--- config.mk ---
export PLATFORM = sky130hd
export DESIGN_NAME = alu_cmd_master
export DESIGN_NICKNAME = d
export VERILOG_FILES = /design/src/rtl/alu_cmd_master.sv
export SDC_FILE = /design/constraint.sdc
export NUM_CORES = 1
export LEC_CHECK = 0
export ABC_AREA = 1
export ABC_CLOCK_PERIOD_IN_PS = 1550
export CAP_MARGIN = 25
export CORE_MARGIN = 8
export CORE_UTILIZATION = 42
export DETAILED_ROUTE_END_ITERATION = 7
export PLACE_DENSITY_LB_ADDON = 0.3
export SKIP_LAST_GASP = 1
export SYNTH_ARGS = -nofsm -noshare
export SYNTH_HDL_FRONTEND = slang
export SYNTH_SLANG_ARGS = --single-unit
--- constraint.sdc ---
create_clock -name clk -period 1.55 [get_ports clk]
set_input_delay 0.155 -clock clk [delete_from_list [all_inputs] [get_ports clk]]
set_output_delay 0.155 -clock clk [all_outputs]
set_load 0.005 [all_outputs]
--- src/rtl/alu_cmd_master.sv ---
// ============================================================================
// Module   : alu_cmd_master
// Function : valid/ready command initiator for the 4-bit registered ALU tile
// Revision : 1.0 - initial release
// ============================================================================
`default_nettype none

module alu_cmd_master #(
    parameter int ALU_LAT = 1,
    parameter int CNT_W   = 8
) (
    input  logic             clk,
    input  logic             rst,
    input  logic             cmd_valid,
    output logic             cmd_ready,
    input  logic [3:0]       cmd_a,
    input  logic [3:0]       cmd_b,
    input  logic [2:0]       cmd_op,
    output logic [7:0]       alu_ui,
    output logic [7:0]       alu_uio,
    input  logic [7:0]       alu_res,
    input  logic [7:0]       alu_flags,
    output logic             rsp_valid,
    input  logic             rsp_ready,
    output logic [7:0]       rsp_result,
    output logic             rsp_carry,
    output logic             rsp_overflow,
    output logic             rsp_div0,
    output logic [2:0]       rsp_op,
    output logic             busy,
    output logic [CNT_W-1:0] done_count
);

    localparam logic [1:0] c_st_idle = 2'd0;
    localparam logic [1:0] c_st_wait = 2'd1;
    localparam logic [1:0] c_st_resp = 2'd2;
    localparam logic [2:0] c_lat     = ALU_LAT[2:0];
    localparam logic [2:0] c_op_div  = 3'd3;

    logic [1:0]       r_state;
    logic [1:0]       w_next;
    logic [2:0]       r_wait_cnt;
    logic [2:0]       r_op;
    logic             r_b_zero;
    logic [7:0]       r_alu_ui;
    logic [7:0]       r_alu_uio;
    logic [7:0]       r_rsp_result;
    logic             r_rsp_carry;
    logic             r_rsp_overflow;
    logic             r_rsp_div0;
    logic [2:0]       r_rsp_op;
    logic [CNT_W-1:0] r_done_count;

    logic w_cmd_fire;
    logic w_rsp_fire;
    logic w_capture;
    logic w_is_addsub;
    logic w_unused;

    assign w_cmd_fire  = cmd_valid & cmd_ready;
    assign w_rsp_fire  = rsp_valid & rsp_ready;
    assign w_capture   = (r_state == c_st_wait) && (r_wait_cnt == 3'd0);
    // The ALU only refreshes carry/overflow for ADD (0) and SUB (1).
    assign w_is_addsub = (r_op[2:1] == 2'b00);
    assign w_unused    = &{1'b0, alu_flags[5:0]};

    // ------------------------------------------------------------------
    // State register
    // ------------------------------------------------------------------
    always_ff @(posedge clk) begin
        if (rst) begin
            r_state <= c_st_idle;
        end else begin
            r_state <= w_next;
        end
    end

    // ------------------------------------------------------------------
    // Next-state logic
    // ------------------------------------------------------------------
    always_comb begin
        w_next = r_state;
        case (r_state)
            c_st_idle: if (w_cmd_fire) w_next = c_st_wait;
            c_st_wait: if (w_capture)  w_next = c_st_resp;
            c_st_resp: if (w_rsp_fire) w_next = c_st_idle;
            default:                   w_next = c_st_idle;
        endcase
    end

    // ------------------------------------------------------------------
    // State-decoded outputs
    // ------------------------------------------------------------------
    always_comb begin
        cmd_ready = 1'b0;
        rsp_valid = 1'b0;
        busy      = 1'b1;
        case (r_state)
            c_st_idle: begin
                cmd_ready = 1'b1;
                busy      = 1'b0;
            end
            c_st_resp: rsp_valid = 1'b1;
            default: ;
        endcase
    end

    // ------------------------------------------------------------------
    // Datapath: ALU pin drive, latency counter, response capture
    // ------------------------------------------------------------------
    always_ff @(posedge clk) begin
        if (rst) begin
            r_wait_cnt     <= 3'd0;
            r_op           <= 3'd0;
            r_b_zero       <= 1'b0;
            r_alu_ui       <= 8'd0;
            r_alu_uio      <= 8'd0;
            r_rsp_result   <= 8'd0;
            r_rsp_carry    <= 1'b0;
            r_rsp_overflow <= 1'b0;
            r_rsp_div0     <= 1'b0;
            r_rsp_op       <= 3'd0;
            r_done_count   <= '0;
        end else begin
            if (w_cmd_fire) begin
                r_alu_ui   <= {cmd_a, cmd_b};
                r_alu_uio  <= {5'b0, cmd_op};
                r_op       <= cmd_op;
                r_b_zero   <= (cmd_b == 4'd0);
                r_wait_cnt <= c_lat;
            end else if ((r_state == c_st_wait) && (r_wait_cnt != 3'd0)) begin
                r_wait_cnt <= r_wait_cnt - 3'd1;
            end

            if (w_capture) begin
                r_rsp_result   <= alu_res;
                r_rsp_carry    <= w_is_addsub & alu_flags[6];
                r_rsp_overflow <= w_is_addsub & alu_flags[7];
                r_rsp_div0     <= (r_op == c_op_div) & r_b_zero;
                r_rsp_op       <= r_op;
            end

            if (w_rsp_fire) begin
                r_done_count <= r_done_count + 1'b1;
            end
        end
    end

    assign alu_ui       = r_alu_ui;
    assign alu_uio      = r_alu_uio;
    assign rsp_result   = r_rsp_result;
    assign rsp_carry    = r_rsp_carry;
    assign rsp_overflow = r_rsp_overflow;
    assign rsp_div0     = r_rsp_div0;
    assign rsp_op       = r_rsp_op;
    assign done_count   = r_done_count;

endmodule

`default_nettype wire

==> impl_metrics.env <==
export IMPL_peakVddDrop_mv=0.654
export IMPL_wl_per_cell_um=11.8
export IMPL_cap_violations=0
export IMPL_yosysSeqAreaShare=0.464
export IMPL_rsz0062_at_grt="yes"
export IMPL_mostFrequentLayoutCells="60 x clkdlybuf4s50_1, 48 x nor2_1, 37 x dfxtp_1"
export IMPL_syn_inst=216
export IMPL_drive_gt1_frac=0.129
export IMPL_min_path_type="primary input to flop"
export IMPL_path_depth=3
export IMPL_avgViaCountPerCell=4.54
export IMPL_fmax_mhz=663
export IMPL_initial_core_util=0.430
export IMPL_cts_max_level=2
export IMPL_arrival_ps=1350
export IMPL_r2r_slack_ps=230
export IMPL_diodes=0
export IMPL_syn_area_sq_um=1680
export IMPL_p_leak_nw=0.986
export IMPL_finalHoldViolCount=0
export IMPL_synth_top_area_frac=0.464
export IMPL_firstDrtPassIters=5
export IMPL_cp_cell_sequence="inv_2 > nor2_2 > clkdlybuf4s50_1"
export IMPL_ys_ff_latch=39
export IMPL_grt_start_max_net_pins=29
export IMPL_postCtsSetupRepairBufs=0
export IMPL_die_area_sq_um=6280
export IMPL_nNetsFinal=312
export IMPL_gr_total_overflow=0
export IMPL_numClockSinks=39
export IMPL_drtIter0Drc=50
export IMPL_yosys_warnings=0
export IMPL_vias=1490
export IMPL_status="finished, final reports clean"
export IMPL_synth_lib_cells_used_distinct=27
export IMPL_path_delay_family="buffers and inverters"
export IMPL_skew_ps=3.16
export IMPL_slowest_stage="clkdlybuf4s50_1"
export IMPL_die_h_um=79.3
export IMPL_final_setup_viol_count=0
export IMPL_cp_max_fo=3
export IMPL_crit_path_end="rsp_valid"
export IMPL_gp_congestion=0.773
export IMPL_r2r_start="r_wait_cnt[0]$_SDFFE_PP0P_"
export IMPL_grt_pass1_vias=1482
export IMPL_min_period_over_period=0.973
export IMPL_cts_root_buffer="clkbuf_8"
export IMPL_syn_area_per_cell_sq_um=7.79
export IMPL_clkTransAtPathRegs_ps=70
export IMPL_power_density_nw_per_um2=957
export IMPL_cp_slowest_stage_delay_ps=510
export IMPL_clk_path_buf_depth=2
export IMPL_reg2regPathDepth=7
export IMPL_layout_commonest_cell="clkdlybuf4s50_1"
export IMPL_hold_depth=3
export IMPL_hpwl_um=2860
export IMPL_startpoint_type="flop"
export IMPL_period_minus_slack_ps=1510
export IMPL_path_buf_inv=2
export IMPL_slew_violations=0
export IMPL_worstPathRequired_ps=1390
export IMPL_ioPinCount=72
export IMPL_grt_total_usage=0.128
export IMPL_rows=23
export IMPL_final_util=0.610
export IMPL_critical_path_endpoint_type="output port"
export IMPL_rr_endpoint="rsp_op[0]$_SDFFE_PP0P_"
export IMPL_path_class="flop to output port"
export IMPL_core_sq_um=3910
export IMPL_synthToLayoutAreaGrowth_pct=42.0
export IMPL_yosys_top_cells_area="dfxtp_1 46%, nor2_1 11%, nand2_1 5.6%"
export IMPL_power_mw=2.29
export IMPL_antenna_left=0
export IMPL_grt_antenna_before_repair=0
export IMPL_finalWirelength_um=3890
export IMPL_drc_errors=0
export IMPL_port_buffer_count=60
export IMPL_cts_buffers=5
export IMPL_clk_latency_ps=290
export IMPL_yosysTopAreaCell="dfxtp_1"
export IMPL_cts_tree="yes"
export IMPL_setup_worst_path_start="r_state[1]$_SDFFE_PP0P_"
export IMPL_grt_pass1_wl_um=6530
export IMPL_die_w_um=79.3
==> per-layer routing <==
layer | share of wire | GRT usage | routed length, um | vias to the layer above
met4 | 0.017 | 0.0556 | 66 | 0
met5 | 0 | 0 | 0 | -
met1 | 0.41 | 0.131 | 1600 | 646
li1 | - | - | - | 790
met2 | 0.46 | 0.219 | 1800 | 46
met3 | 0.11 | 0.0598 | 421 | 8
==> through the flow <==
step	area [sq um]	hold WS [ps]	std cells	setup TNS [ps]	setup WS, ps
after floorplan	1700	282	220	0	345
after global placement	2290	450	321	0	196
after detailed placement	2290	454	321	0	161
after CTS	2380	454	328	-23.4	-18.5
after global routing	2390	479	328	-52.0	-52.0
final	2390	457	328	0	41.7
==> kinds of logic (layout without fill, tap and decap cells) <==
logic type               count (synthesis)  count (layout)  share of synthesized area
AND/OR/NAND/NOR                        105             105                      0.295
flip-flops                              39              39                      0.464
AO/OA/AOI/OAI                           35              35                      0.106
buffers and inverters                   30              88                     0.0945
adder cells (fa/ha/maj)                  3               3                     0.0223
XOR/XNOR                                 3               3                     0.0156
other                                    1               5                    0.00223
==> what timing repair did <==
| action | CTS | global route |
|---|---|---|
| endpoints found under the hold margin | 0 | 0 |
| hold buffers | 0 | 0 |
| gates cloned | 0 | 0 |
| gates resized for setup | 2 | 2 |
| endpoints found under the setup margin | 2 | 3 |
==> power by group <==
| group | total [mW] | internal, mW | leakage (nW) | switching, mW |
|---|---|---|---|---|
| sequential | 1.12 | 1.08 | 0.320 | 0.0460 |
| combinational | 0.473 | 0.257 | 0.619 | 0.216 |
| clock | 0.690 | 0.349 | 0.0470 | 0.341 |
==> worst min-delay path by stage <==
stage / start / endpoint / slack [ps]
floorplan: alu_res[7] / rsp_result[7]$_SDFFE_PP0P_ / 280
global placement: r_wait_cnt[1]$_SDFFE_PP0P_ / r_wait_cnt[1]$_SDFFE_PP0P_ / 450
detailed placement: r_wait_cnt[1]$_SDFFE_PP0P_ / r_wait_cnt[1]$_SDFFE_PP0P_ / 450
CTS: alu_res[4] / rsp_result[4]$_SDFFE_PP0P_ / 450
global route: alu_res[5] / rsp_result[5]$_SDFFE_PP0P_ / 480
finish: alu_res[4] / rsp_result[4]$_SDFFE_PP0P_ / 460
==> Yosys cell counts <==
master and instances:
inv_1 15, buf_6 3, dfxtp_1 39, clkinv_2 1, nand2_4 2, o21ai_0 6, ha_1 3, nand3_1 10
clkbuf_1 2, nand2_2 1, o21ai_1 18, nor2_8 1, a21oi_1 10, buf_4 5, nand4_1 1, buf_2 1
nor2_2 12, inv_2 2, nor2_1 49, nand3_2 1, conb_1 1, xor2_1 3, nor3_1 1, inv_4 1
nor2_4 2, nand2_1 25, a21oi_2 1
==> state kept, by name, summed over array words and instances, names as in the netlist <==
register	cells
alu_ui	8
done_count	8
r_b_zero	1
r_op	3
r_state	2
r_wait_cnt	3
rsp_carry	1
rsp_div0	1
rsp_op	3
rsp_overflow	1
rsp_result	8
==> worst register-to-register path: stages (launching register included) <==
cell,delay [ps]
dfxtp_1,300
inv_1,100
ha_1,190
nand2_2,100
nor2_8,190
inv_4,130
o21ai_0,170
nor2_1,50
==> cell type report <==
class                           instances  area, sq um
Fill cell                             396         1530
Clock inverter                          1         5.00
Multi-Input combinational cell        151          764
Clock buffer                            6         82.6
Sequential cell                        39          783
Inverter                               19         75.1
Timing Repair Buffer                   62          616
Tap cell                               50         62.6
(Power assumes the default switching activity.)
